===== src/rtl/lia_pkg.sv =====
// Shared definitions for the dual-phase lock-in demodulator.
//   DW     - signed width of ADC and reference samples
//   OUT_W  - signed width of the I/Q results
//   CNT_W  - width of the internal window-length counter
//   ACC_W  - accumulator width; holds 2*DW + CNT_W bits so a maximum-length
//            window of full-scale products cannot overflow
//   mode_t - window termination source (external dump or internal counter)
package lia_pkg;

   localparam int DW    = 14;
   localparam int OUT_W = 14;
   localparam int CNT_W = 24;
   localparam int ACC_W = 52;

   typedef enum logic {
      MODE_EXT = 1'b0,
      MODE_INT = 1'b1
   } mode_t;

endpackage


===== src/rtl/lock_in_iq_demod_if.sv =====
// Sample/result bus of the lock-in demodulator.
//   master : drives the ADC sample, I/Q references and window controls,
//            receives the I/Q results, valid pulse, clip flag and window count
//   slave  : the demodulator side
// Signals:
//   adc_i, ref_i_i, ref_q_i  signed samples, one per clock
//   mode_i                   0 = window ends on dump_i, 1 = internal counter
//   dump_i                   current sample is the last of its window
//   win_len_i                internal window = win_len_i + 1 samples
//   shift_i                  arithmetic right shift before saturation
//   i_o, q_o                 saturated results, held between valid pulses
//   valid_o                  one-cycle pulse when i_o/q_o update
//   ovf_o                    either result clipped (only with valid_o)
//   win_cnt_o                completed windows, wraps at 2^16
interface lock_in_iq_demod_if #(
   parameter int DW    = lia_pkg::DW,
   parameter int OUT_W = lia_pkg::OUT_W,
   parameter int CNT_W = lia_pkg::CNT_W
);

   logic signed [DW-1:0]    adc_i;
   logic signed [DW-1:0]    ref_i_i;
   logic signed [DW-1:0]    ref_q_i;
   logic                    mode_i;
   logic                    dump_i;
   logic [CNT_W-1:0]        win_len_i;
   logic [5:0]              shift_i;
   logic signed [OUT_W-1:0] i_o;
   logic signed [OUT_W-1:0] q_o;
   logic                    valid_o;
   logic                    ovf_o;
   logic [15:0]             win_cnt_o;

   modport master (
      output adc_i, ref_i_i, ref_q_i, mode_i, dump_i, win_len_i, shift_i,
      input  i_o, q_o, valid_o, ovf_o, win_cnt_o
   );

   modport slave (
      input  adc_i, ref_i_i, ref_q_i, mode_i, dump_i, win_len_i, shift_i,
      output i_o, q_o, valid_o, ovf_o, win_cnt_o
   );

endinterface


===== src/rtl/lia_sat.sv =====
// Scales an accumulator value by an arithmetic right shift and saturates it
// to a signed OUT_W result.
//   acc   in  ACC_W  signed accumulator value
//   shift in  6      right shift amount (rounds toward -inf)
//   res   out OUT_W  shifted and clipped result
//   clip  out 1      high when the shifted value was outside the OUT_W range
module lia_sat #(
   parameter int ACC_W = lia_pkg::ACC_W,
   parameter int OUT_W = lia_pkg::OUT_W
) (
   input  logic signed [ACC_W-1:0] acc,
   input  logic [5:0]              shift,
   output logic signed [OUT_W-1:0] res,
   output logic                    clip
);

   localparam logic signed [OUT_W-1:0] OUT_MAX = {1'b0, {(OUT_W-1){1'b1}}};
   localparam logic signed [OUT_W-1:0] OUT_MIN = {1'b1, {(OUT_W-1){1'b0}}};

   logic signed [ACC_W-1:0] shifted;

   assign shifted = acc >>> shift;

   always_comb begin
      res  = shifted[OUT_W-1:0];
      clip = 1'b0;
      if (shifted > ACC_W'(OUT_MAX)) begin
         res  = OUT_MAX;
         clip = 1'b1;
      end else if (shifted < ACC_W'(OUT_MIN)) begin
         res  = OUT_MIN;
         clip = 1'b1;
      end
   end

endmodule


===== src/rtl/lock_in_iq_demod.sv =====
// Dual-phase (I/Q) lock-in demodulator. Multiplies the ADC stream by the
// in-phase and quadrature references, integrates both products over a window
// and emits a scaled, saturated I/Q pair with a valid pulse at window end.
// Pipeline: S1 registers samples and the end-of-window flag, S2 registers the
// full-precision products, S3 accumulates and dumps on the flag.
//   dac_clk_i  in  sample clock, one sample per cycle
//   dac_rst_i  in  asynchronous active-high reset
//   bus        slave side of lock_in_iq_demod_if (samples, controls, results)
module lock_in_iq_demod #(
   parameter int DW    = lia_pkg::DW,
   parameter int OUT_W = lia_pkg::OUT_W,
   parameter int CNT_W = lia_pkg::CNT_W,
   parameter int ACC_W = lia_pkg::ACC_W
) (
   input  logic              dac_clk_i,
   input  logic              dac_rst_i,
   lock_in_iq_demod_if.slave bus
);

   import lia_pkg::*;

   mode_t                mode_in;
   mode_t                mode_reg;
   logic                 mode_change;
   logic [CNT_W-1:0]     cnt_reg;
   logic [CNT_W-1:0]     cnt_next;
   logic                 last_next;
   logic                 last_s1_reg;
   logic                 last_s2_reg;
   logic                 flush;
   logic signed [DW-1:0] adc_reg;
   logic signed [DW-1:0] ref_in [2];
   logic [1:0]           clip;
   logic                 valid_reg;
   logic                 ovf_reg;
   logic [15:0]          win_cnt_reg;

   assign mode_in   = mode_t'(bus.mode_i);
   assign ref_in[0] = bus.ref_i_i;
   assign ref_in[1] = bus.ref_q_i;

   // Any mode change aborts the window in progress: counter, accumulators and
   // in-flight end-of-window flags are all cleared on that edge.
   assign mode_change = (mode_reg != mode_in);

   // A window closes at S3 only when no abort happens on the same edge.
   assign flush = last_s2_reg & ~mode_change;

   // End-of-window flag for the sample entering S1. Using >= lets a shrinking
   // win_len_i terminate the current window on the next sample.
   always_comb begin
      last_next = 1'b0;
      cnt_next  = '0;
      if (!mode_change) begin
         if (mode_in == MODE_INT) begin
            last_next = (cnt_reg >= bus.win_len_i);
            cnt_next  = last_next ? '0 : cnt_reg + CNT_W'(1);
         end else begin
            last_next = bus.dump_i;
         end
      end
   end

   always_ff @(posedge dac_clk_i or posedge dac_rst_i) begin
      if (dac_rst_i) begin
         adc_reg     <= '0;
         mode_reg    <= MODE_EXT;
         cnt_reg     <= '0;
         last_s1_reg <= 1'b0;
         last_s2_reg <= 1'b0;
         valid_reg   <= 1'b0;
         ovf_reg     <= 1'b0;
         win_cnt_reg <= '0;
      end else begin
         adc_reg     <= bus.adc_i;
         mode_reg    <= mode_in;
         cnt_reg     <= cnt_next;
         last_s1_reg <= last_next;
         last_s2_reg <= mode_change ? 1'b0 : last_s1_reg;
         valid_reg   <= flush;
         ovf_reg     <= flush & (|clip);
         if (flush) begin
            win_cnt_reg <= win_cnt_reg + 16'd1;
         end
      end
   end

   // Channel 0 = in-phase, channel 1 = quadrature.
   for (genvar gi = 0; gi < 2; gi++) begin : g_ch
      logic signed [DW-1:0]    ref_reg;
      logic signed [2*DW-1:0]  prod_reg;
      logic signed [ACC_W-1:0] acc_reg;
      logic signed [ACC_W-1:0] acc_next;
      logic signed [OUT_W-1:0] sat_res;
      logic signed [OUT_W-1:0] out_reg;

      // The flagged sample is part of the closing window, so the dump value
      // is taken from acc_next rather than acc_reg.
      assign acc_next = acc_reg + ACC_W'(prod_reg);

      always_ff @(posedge dac_clk_i or posedge dac_rst_i) begin
         if (dac_rst_i) begin
            ref_reg  <= '0;
            prod_reg <= '0;
            acc_reg  <= '0;
            out_reg  <= '0;
         end else begin
            ref_reg  <= ref_in[gi];
            prod_reg <= (2*DW)'(adc_reg) * (2*DW)'(ref_reg);
            if (mode_change || last_s2_reg) begin
               acc_reg <= '0;
            end else begin
               acc_reg <= acc_next;
            end
            if (flush) begin
               out_reg <= sat_res;
            end
         end
      end

      lia_sat #(
         .ACC_W (ACC_W),
         .OUT_W (OUT_W)
      ) u_sat (
         .acc   (acc_next),
         .shift (bus.shift_i),
         .res   (sat_res),
         .clip  (clip[gi])
      );
   end

   assign bus.i_o       = g_ch[0].out_reg;
   assign bus.q_o       = g_ch[1].out_reg;
   assign bus.valid_o   = valid_reg;
   assign bus.ovf_o     = ovf_reg;
   assign bus.win_cnt_o = win_cnt_reg;

endmodule


===== src/flat_wrapper.sv =====
// flat-port wrapper written by rule: the top's interface ports become plain ports
module lock_in_iq_demod_flat import lia_pkg::*;
#(
   parameter int DW    = lia_pkg::DW,
   parameter int OUT_W = lia_pkg::OUT_W,
   parameter int CNT_W = lia_pkg::CNT_W,
   parameter int ACC_W = lia_pkg::ACC_W
)
  (dac_clk_i, dac_rst_i, bus_adc_i, bus_ref_i_i, bus_ref_q_i, bus_mode_i, bus_dump_i, bus_win_len_i, bus_shift_i, bus_i_o, bus_q_o, bus_valid_o, bus_ovf_o, bus_win_cnt_o);
  lock_in_iq_demod_if #(.DW(DW), .OUT_W(OUT_W), .CNT_W(CNT_W)) bus_i ();
  input  logic dac_clk_i;
  input  logic dac_rst_i;
  input wire logic [$bits(bus_i.adc_i)-1:0] bus_adc_i;
  input wire logic [$bits(bus_i.ref_i_i)-1:0] bus_ref_i_i;
  input wire logic [$bits(bus_i.ref_q_i)-1:0] bus_ref_q_i;
  input wire logic [$bits(bus_i.mode_i)-1:0] bus_mode_i;
  input wire logic [$bits(bus_i.dump_i)-1:0] bus_dump_i;
  input wire logic [$bits(bus_i.win_len_i)-1:0] bus_win_len_i;
  input wire logic [$bits(bus_i.shift_i)-1:0] bus_shift_i;
  output wire logic [$bits(bus_i.i_o)-1:0] bus_i_o;
  output wire logic [$bits(bus_i.q_o)-1:0] bus_q_o;
  output wire logic [$bits(bus_i.valid_o)-1:0] bus_valid_o;
  output wire logic [$bits(bus_i.ovf_o)-1:0] bus_ovf_o;
  output wire logic [$bits(bus_i.win_cnt_o)-1:0] bus_win_cnt_o;
  assign bus_i.adc_i = bus_adc_i;
  assign bus_i.ref_i_i = bus_ref_i_i;
  assign bus_i.ref_q_i = bus_ref_q_i;
  assign bus_i.mode_i = bus_mode_i;
  assign bus_i.dump_i = bus_dump_i;
  assign bus_i.win_len_i = bus_win_len_i;
  assign bus_i.shift_i = bus_shift_i;
  assign bus_i_o = bus_i.i_o;
  assign bus_q_o = bus_i.q_o;
  assign bus_valid_o = bus_i.valid_o;
  assign bus_ovf_o = bus_i.ovf_o;
  assign bus_win_cnt_o = bus_i.win_cnt_o;
  lock_in_iq_demod #(.DW(DW), .OUT_W(OUT_W), .CNT_W(CNT_W), .ACC_W(ACC_W)) u_core (.dac_clk_i(dac_clk_i), .dac_rst_i(dac_rst_i), .bus(bus_i));
endmodule

===== config.mk =====
export PLATFORM = sky130hd
export DESIGN_NAME = lock_in_iq_demod_flat
export DESIGN_NICKNAME = d
export VERILOG_FILES = /design/src/rtl/lia_pkg.sv /design/src/rtl/lock_in_iq_demod_if.sv /design/src/rtl/lia_sat.sv /design/src/rtl/lock_in_iq_demod.sv /design/src/flat_wrapper.sv
export SDC_FILE = /design/constraint.sdc
export NUM_CORES = 2
export LEC_CHECK = 0
export ABC_AREA = 1
export BUFFER_PORTS_ARGS = -buffer_cell sky130_fd_sc_hd__buf_2
export CORE_ASPECT_RATIO = 1.75
export CORE_MARGIN = 2
export CORE_UTILIZATION = 50
export DETAILED_ROUTE_END_ITERATION = 7
export HOLD_SLACK_MARGIN = 0.08
export PLACE_DENSITY = 0.67
export RECOVER_POWER = 50
export SLEW_MARGIN = 20
export SYNTH_ARGS = -nofsm -noshare
export SYNTH_HDL_FRONTEND = slang
export SYNTH_HIERARCHICAL = 1
export SYNTH_SLANG_ARGS = --single-unit

===== constraint.sdc =====
create_clock -name dac_clk_i -period 11.2 [get_ports dac_clk_i]
set_clock_uncertainty 0.15 [all_clocks]
set_input_delay 1.68 -clock dac_clk_i [delete_from_list [all_inputs] [get_ports dac_clk_i]]
set_output_delay 1.68 -clock dac_clk_i [all_outputs]
set_load 0.01 [all_outputs]

* After elaboration in Yosys (flattened, before gate mapping)
Index checks and enable logic that the tools add are counted. Widths: inputs -> output; s select.
Storage, ports and cells: register bits 275, input bits 76, logic and storage cells 51
Cells by class: add/sub/neg operators 4, multiply operators 2, order comparisons 5, equality and inequality tests 1, shifts and indexed selects 2, multiplexer cells 16, bitwise gates (word level) 3, reductions and logical operators 2
Operators with widths (count):
- $add 52x28->52 | 2
- $gt 52x14->1 const B | 2
- $lt 52x14->1 const B | 2
- $mux 52 | 2
- $sshr 52x6->52 | 2
- $mux 24 | 3
- $mul 14x14->28 | 2
- $mux 14 | 4
- $add 24x1->24 const B | 1
- $ge 24x24->1 | 1
- $add 16x1->16 const B | 1
- $mux 1 | 7
- $and 1x1->1 | 2
- $reduce_or 2->1 | 1
- $logic_or 1x1->1 | 1
- $ne 1x1->1 | 1
- $not 1->1 | 1

* Longest topological paths before layout
word-level depth 7, gate-level depth with buffers 38, gate-level depth less buffers 36

* Hierarchy
Netlist, hierarchy kept.
Modules (own cells, without submodules):
- lock_in_iq_demod | instances 1, cells an instance 4970, area an instance 34891.0 um^2, seq. area each 6881.6 um^2
- lia_sat | instances 2, cells an instance 767, area an instance 3694.8 um^2, seq. area each 0.0 um^2

* Least setup slack after synthesis
OpenSTA, ideal clock, no wires.
kind register -> register, start register u_core.adc_reg[13], end register u_core.g_ch[0].prod_reg[26], data arrival time 5.732 ns, slack 5.201 ns, cell stages (with the launch flop) 21, buffers on the path 2, period minus slack after synthesis 5.999 ns, cell sequence dfrtp_1 > clkbuf_1 > clkbuf_1 > nand2_1 > fa_1 > fa_1 > inv_1 > fa_1 > fa_1 > fa_1 > inv_1 > fa_1 > inv_1 > ha_1 > nand2_1 > nor2_1 > inv_1 > nor4_1 > nand3_1 > nand4_1 > nand2_1
Between the ends: cells in the longest elaborated chain, start to end 1
Ends and longest elaborated chain:
- from (decl) | RTL line lock_in_iq_demod.sv:31 | logic signed [DW-1:0] adc_reg;
- from (signal assigned) | RTL line lock_in_iq_demod.sv:75 | adc_reg <= bus.adc_i;
- $mul 14x14->28 | RTL line lock_in_iq_demod.sv:109 | prod_reg <= (2*DW)'(adc_reg) * (2*DW)'(ref_reg);
- to (signal assigned) | RTL line lock_in_iq_demod.sv:109
- to (decl) | RTL line lock_in_iq_demod.sv:91 | logic signed [2*DW-1:0] prod_reg;
No other way between the ends. A chain may end at the register's enable or synchronous reset.

==> qor.csv <==
metric;value;unit
critical path depth in cells;4;
Synth Warn #;6;
Clk Tree Root Cell;sky130_fd_sc_hd__clkbuf_16;
Final Setup Violations;0;
flip-flop and latch count after synthesis;275;
share of layout cells above drive strength 1;4.15;%
distinct cell type count of the synthesized netlist;49;
gr usage total;30.0;%
library cell contributing the largest single delay on the critical path;sky130_fd_sc_hd__clkbuf_1;
fraction of post-synthesis cell area in the top cell type by area;18.7;%
syn nets;7234;
most used standard cells in the synthesized netlist;sky130_fd_sc_hd__nand2_1, sky130_fd_sc_hd__inv_1, sky130_fd_sc_hd__nand3_1, sky130_fd_sc_hd__nor2_1, sky130_fd_sc_hd__fa_1;
dominant delay contributor by cell family on the critical path;buffers and inverters;
status;finished with violations;
Final Hold Vio Count;0;
startpoint of the worst setup timing path;dac_rst_i;
R2R Path Start;u_core/adc_reg[0];
final critical-path share of the clock period;64.2;%
number of detailed-route iterations in the first pass;6;
area share of xor/xnor cells in the synthesized design;2.78;%
via count of the first global-routing pass;40300;
number of enable-type register cells in the synthesized netlist;0;
final estimated routing congestion in global placement;0.985;
Worst path max stage delay;2.82;ns
Setup TNS Final;0;ns
clock latency reported for the late side of the worst-skew pair;0.58;ns
number of cell instances on the worst register-to-register path;19;
startpoint kind of the worst setup timing path;primary input;
number of standard-cell rows in the floorplan;141;
combinational family with the most area after synthesis;simple AND/OR/NAND/NOR gates;
synthesized cell area;0.0423;mm2
sequential-to-total area share from yosys stat;16.3;%
CP endpoint kind;async pin;
# clock sinks;275;
Area growth syn-to-layout;5.19;%
final slew viol count;244;
count of buffers inserted at the top-level ports;121;
most common cell in the synthesized netlist;sky130_fd_sc_hd__nand2_1;
largest net degree at the start of global routing;77;
simple-gate area share of the yosys netlist;34.1;%
cell type with the largest total area after synthesis;sky130_fd_sc_hd__nand2_1;
FMAX;0.139;GHz
Top-Level Pins;122;
total congestion overflow after global routing;0;
crit path kind;primary input to async pin;
combined buffer and inverter count along the critical path;4;
setup repair after global routing missed its margin;false;
total DRC errors in the routed layout;0;
crit path DAT;7.61;ns
FILL cells;8749;
Final Net Count;7207;
via density per instance;5.28;
post-cts resize count;0;
Vias;40000;
critical register-to-register path endpoint;u_core/g_ch[0].prod_reg[21];
FFs w/ async S/R, synth;100;%
Crit Path Max Fanout;71;
data required time of the worst path;11.62;ns
crit path time final;7.19;ns
clock transition at the registers of the reported paths;0.08;ns
drt initial violations;2632;
top area cells in the synthesized netlist;sky130_fd_sc_hd__nand2_1, sky130_fd_sc_hd__fa_1, sky130_fd_sc_hd__dfrtp_1;
post-DP HPWL;104000;um
vertical die dimension;389;um
internal reg-to-reg setup slack;4.34;ns
Avg Cell Area, Syn;6.50;um2
critical path endpoint;u_core/g_ch[1].acc_reg[39];
number of max-cap violations;4;
share of cell area taken by muxes after synthesis;0.189;%
min-delay worst type;flip-flop to flip-flop;
TritonCTS clock tree;built;
count of nets left with antenna violations after detail routing;0;
transition time at the pin with the least slew margin;3.86;ns
hold buffer count at CTS;0;
gate count of the mapped netlist;6504;
wire length of the first global-routing pass;207000;um
post-DR wirelength/cell;16.9;um
antenna violations before repair;5;
number of setup buffers added after CTS;0;
detailed-route wire length;128000;um
commonest register cell after synthesis;sky130_fd_sc_hd__dfrtp_1;
share of synthesized cell area in full adder, half adder and majority cells;26.3;%
cell breakdown of the critical path;buf_2 > clkinvlp_2 > clkbuf_1 > buf_4;
DIE WIDTH;224;um
placeable core area;0.0842;mm2
compound-cell area share of the yosys netlist;5.62;%
count of H-tree levels built during CTS;2;
Starting Density;50.2;%
violations in the final reports;capacitance limit, slew limit;
Die ar.;0.0870;mm2
Max clock buf depth;3;
TritonCTS buffer count;34;
Slew headroom;-157;%
number of flip-flops in the largest register;104;
[per-stage QoR]
step | instances | util (%) | hold WS (ns) | area, um2 | setup slack [ns]
2_1_floorplan | 6504 | - | 0.282 | 42300 | 1.79
3_3_place_gp | 7513 | 51.6 | 0.294 | 43400 | 4.89
3_5_place_dp | 7513 | 51.6 | 0.307 | 43400 | 4.87
4_1_cts | 7571 | 53.0 | 0.317 | 44600 | 4.82
5_1_grt | 7571 | 52.8 | 0.343 | 44500 | 2.87
6_report | 7575 | 52.9 | 0.311 | 44500 | 4.01
[cell usage in the layout (no fill, tap or decap), types with 5 or more instances in the layout]
cell type                   Yosys  routed
sky130_fd_sc_hd__or2_2         10       9
sky130_fd_sc_hd__buf_4         12      34
sky130_fd_sc_hd__a21oi_1      193     193
sky130_fd_sc_hd__nand2_4       17      16
sky130_fd_sc_hd__nor2_2         9       9
sky130_fd_sc_hd__nand2_2       10      10
sky130_fd_sc_hd__nor2_1       439     440
sky130_fd_sc_hd__o21bai_1      17      17
sky130_fd_sc_hd__clkbuf_16      0      35
sky130_fd_sc_hd__o21ai_1       12      12
sky130_fd_sc_hd__nor4_1         5       5
sky130_fd_sc_hd__o21a_1        11      11
sky130_fd_sc_hd__a311oi_1       6       6
sky130_fd_sc_hd__nand3_2       44      44
sky130_fd_sc_hd__inv_6          2       5
sky130_fd_sc_hd__ha_1         262     262
sky130_fd_sc_hd__nor3_1        38      39
sky130_fd_sc_hd__mux2i_1        8       8
sky130_fd_sc_hd__nand4_1       77      77
sky130_fd_sc_hd__clkbuf_1     101      47
sky130_fd_sc_hd__xor2_1        61      61
sky130_fd_sc_hd__nand2_1     2103    2104
sky130_fd_sc_hd__inv_2          6       6
sky130_fd_sc_hd__inv_1       1369    1368
sky130_fd_sc_hd__o21ai_0      127     127
sky130_fd_sc_hd__and2_1         6       6
sky130_fd_sc_hd__a31oi_1       25      25
sky130_fd_sc_hd__a21o_1        11      11
sky130_fd_sc_hd__xnor2_1       73      73
sky130_fd_sc_hd__buf_2         54      80
sky130_fd_sc_hd__fa_1         392     392
sky130_fd_sc_hd__nand3_1      636     636
sky130_fd_sc_hd__o211ai_1      14      14
sky130_fd_sc_hd__dfrtp_1      275     275
[layer usage]
| metal | global-route usage (%) | up-vias | part of all wire, % |
|---|---|---|---|
| li1 | - | 19700 | - |
| met1 | 33.2 | 18700 | 38 |
| met2 | 54.7 | 1184 | 51 |
| met3 | 2.65 | 432 | 4.0 |
| met4 | 19.3 | 0 | 7.4 |
| met5 | 0 | - | 0 |
[layout make-up]
type	instances	area, um2	area share [%]
Inverter	1377	5180	11.6
Timing Repair Buffer	155	810	1.82
Antenna cell	4	10.0	0.0225
Sequential cell	275	6880	15.5
Multi-Input combinational cell	4634	29100	65.5
Tap cell	1072	1340	3.02
Clock buffer	43	926	2.08
Clock inverter	15	188	0.422
[worst min-delay path by stage]
stage,start,end,depth (start not counted)
after floorplan,u_core/cnt_reg[0],u_core/cnt_reg[0],1
after global placement,u_core/cnt_reg[0],u_core/cnt_reg[0],1
after detailed placement,u_core/cnt_reg[0],u_core/cnt_reg[0],1
after CTS,u_core/bus.win_cnt_o[15],u_core/bus.win_cnt_o[15],1
after global routing,u_core/bus.win_cnt_o[15],u_core/bus.win_cnt_o[15],1
final,u_core/cnt_reg[0],u_core/cnt_reg[0],1
[cells by family after synthesis]
family                   after synthesis
AND/OR/NAND/NOR                     3408
flip-flops                           275
adder cells (fa/ha/maj)              654
AO/OA/AOI/OAI                        430
multiplexers                           8
XOR/XNOR                             134
buffers and inverters               1595
[worst register-to-register path: stages (launching register included)]
cell and delay, ns:
sky130_fd_sc_hd__dfrtp_1 0.32, sky130_fd_sc_hd__clkbuf_1 1.05, sky130_fd_sc_hd__inv_1 0.32, sky130_fd_sc_hd__nand2_1 0.18, sky130_fd_sc_hd__fa_1 0.43, sky130_fd_sc_hd__fa_1 0.55
sky130_fd_sc_hd__inv_1 0.06, sky130_fd_sc_hd__fa_1 0.50, sky130_fd_sc_hd__fa_1 0.53, sky130_fd_sc_hd__fa_1 0.55, sky130_fd_sc_hd__inv_1 0.05, sky130_fd_sc_hd__fa_1 0.52
sky130_fd_sc_hd__inv_1 0.04, sky130_fd_sc_hd__ha_1 0.34, sky130_fd_sc_hd__nand2_1 0.12, sky130_fd_sc_hd__nor4_1 0.57, sky130_fd_sc_hd__nand2_1 0.10, sky130_fd_sc_hd__nand2_1 0.15
sky130_fd_sc_hd__a21oi_1 0.10, sky130_fd_sc_hd__xnor2_1 0.14
Power is not shown: default switching activity piles up to over one toggle a cycle in this logic, so the estimate is an artifact.
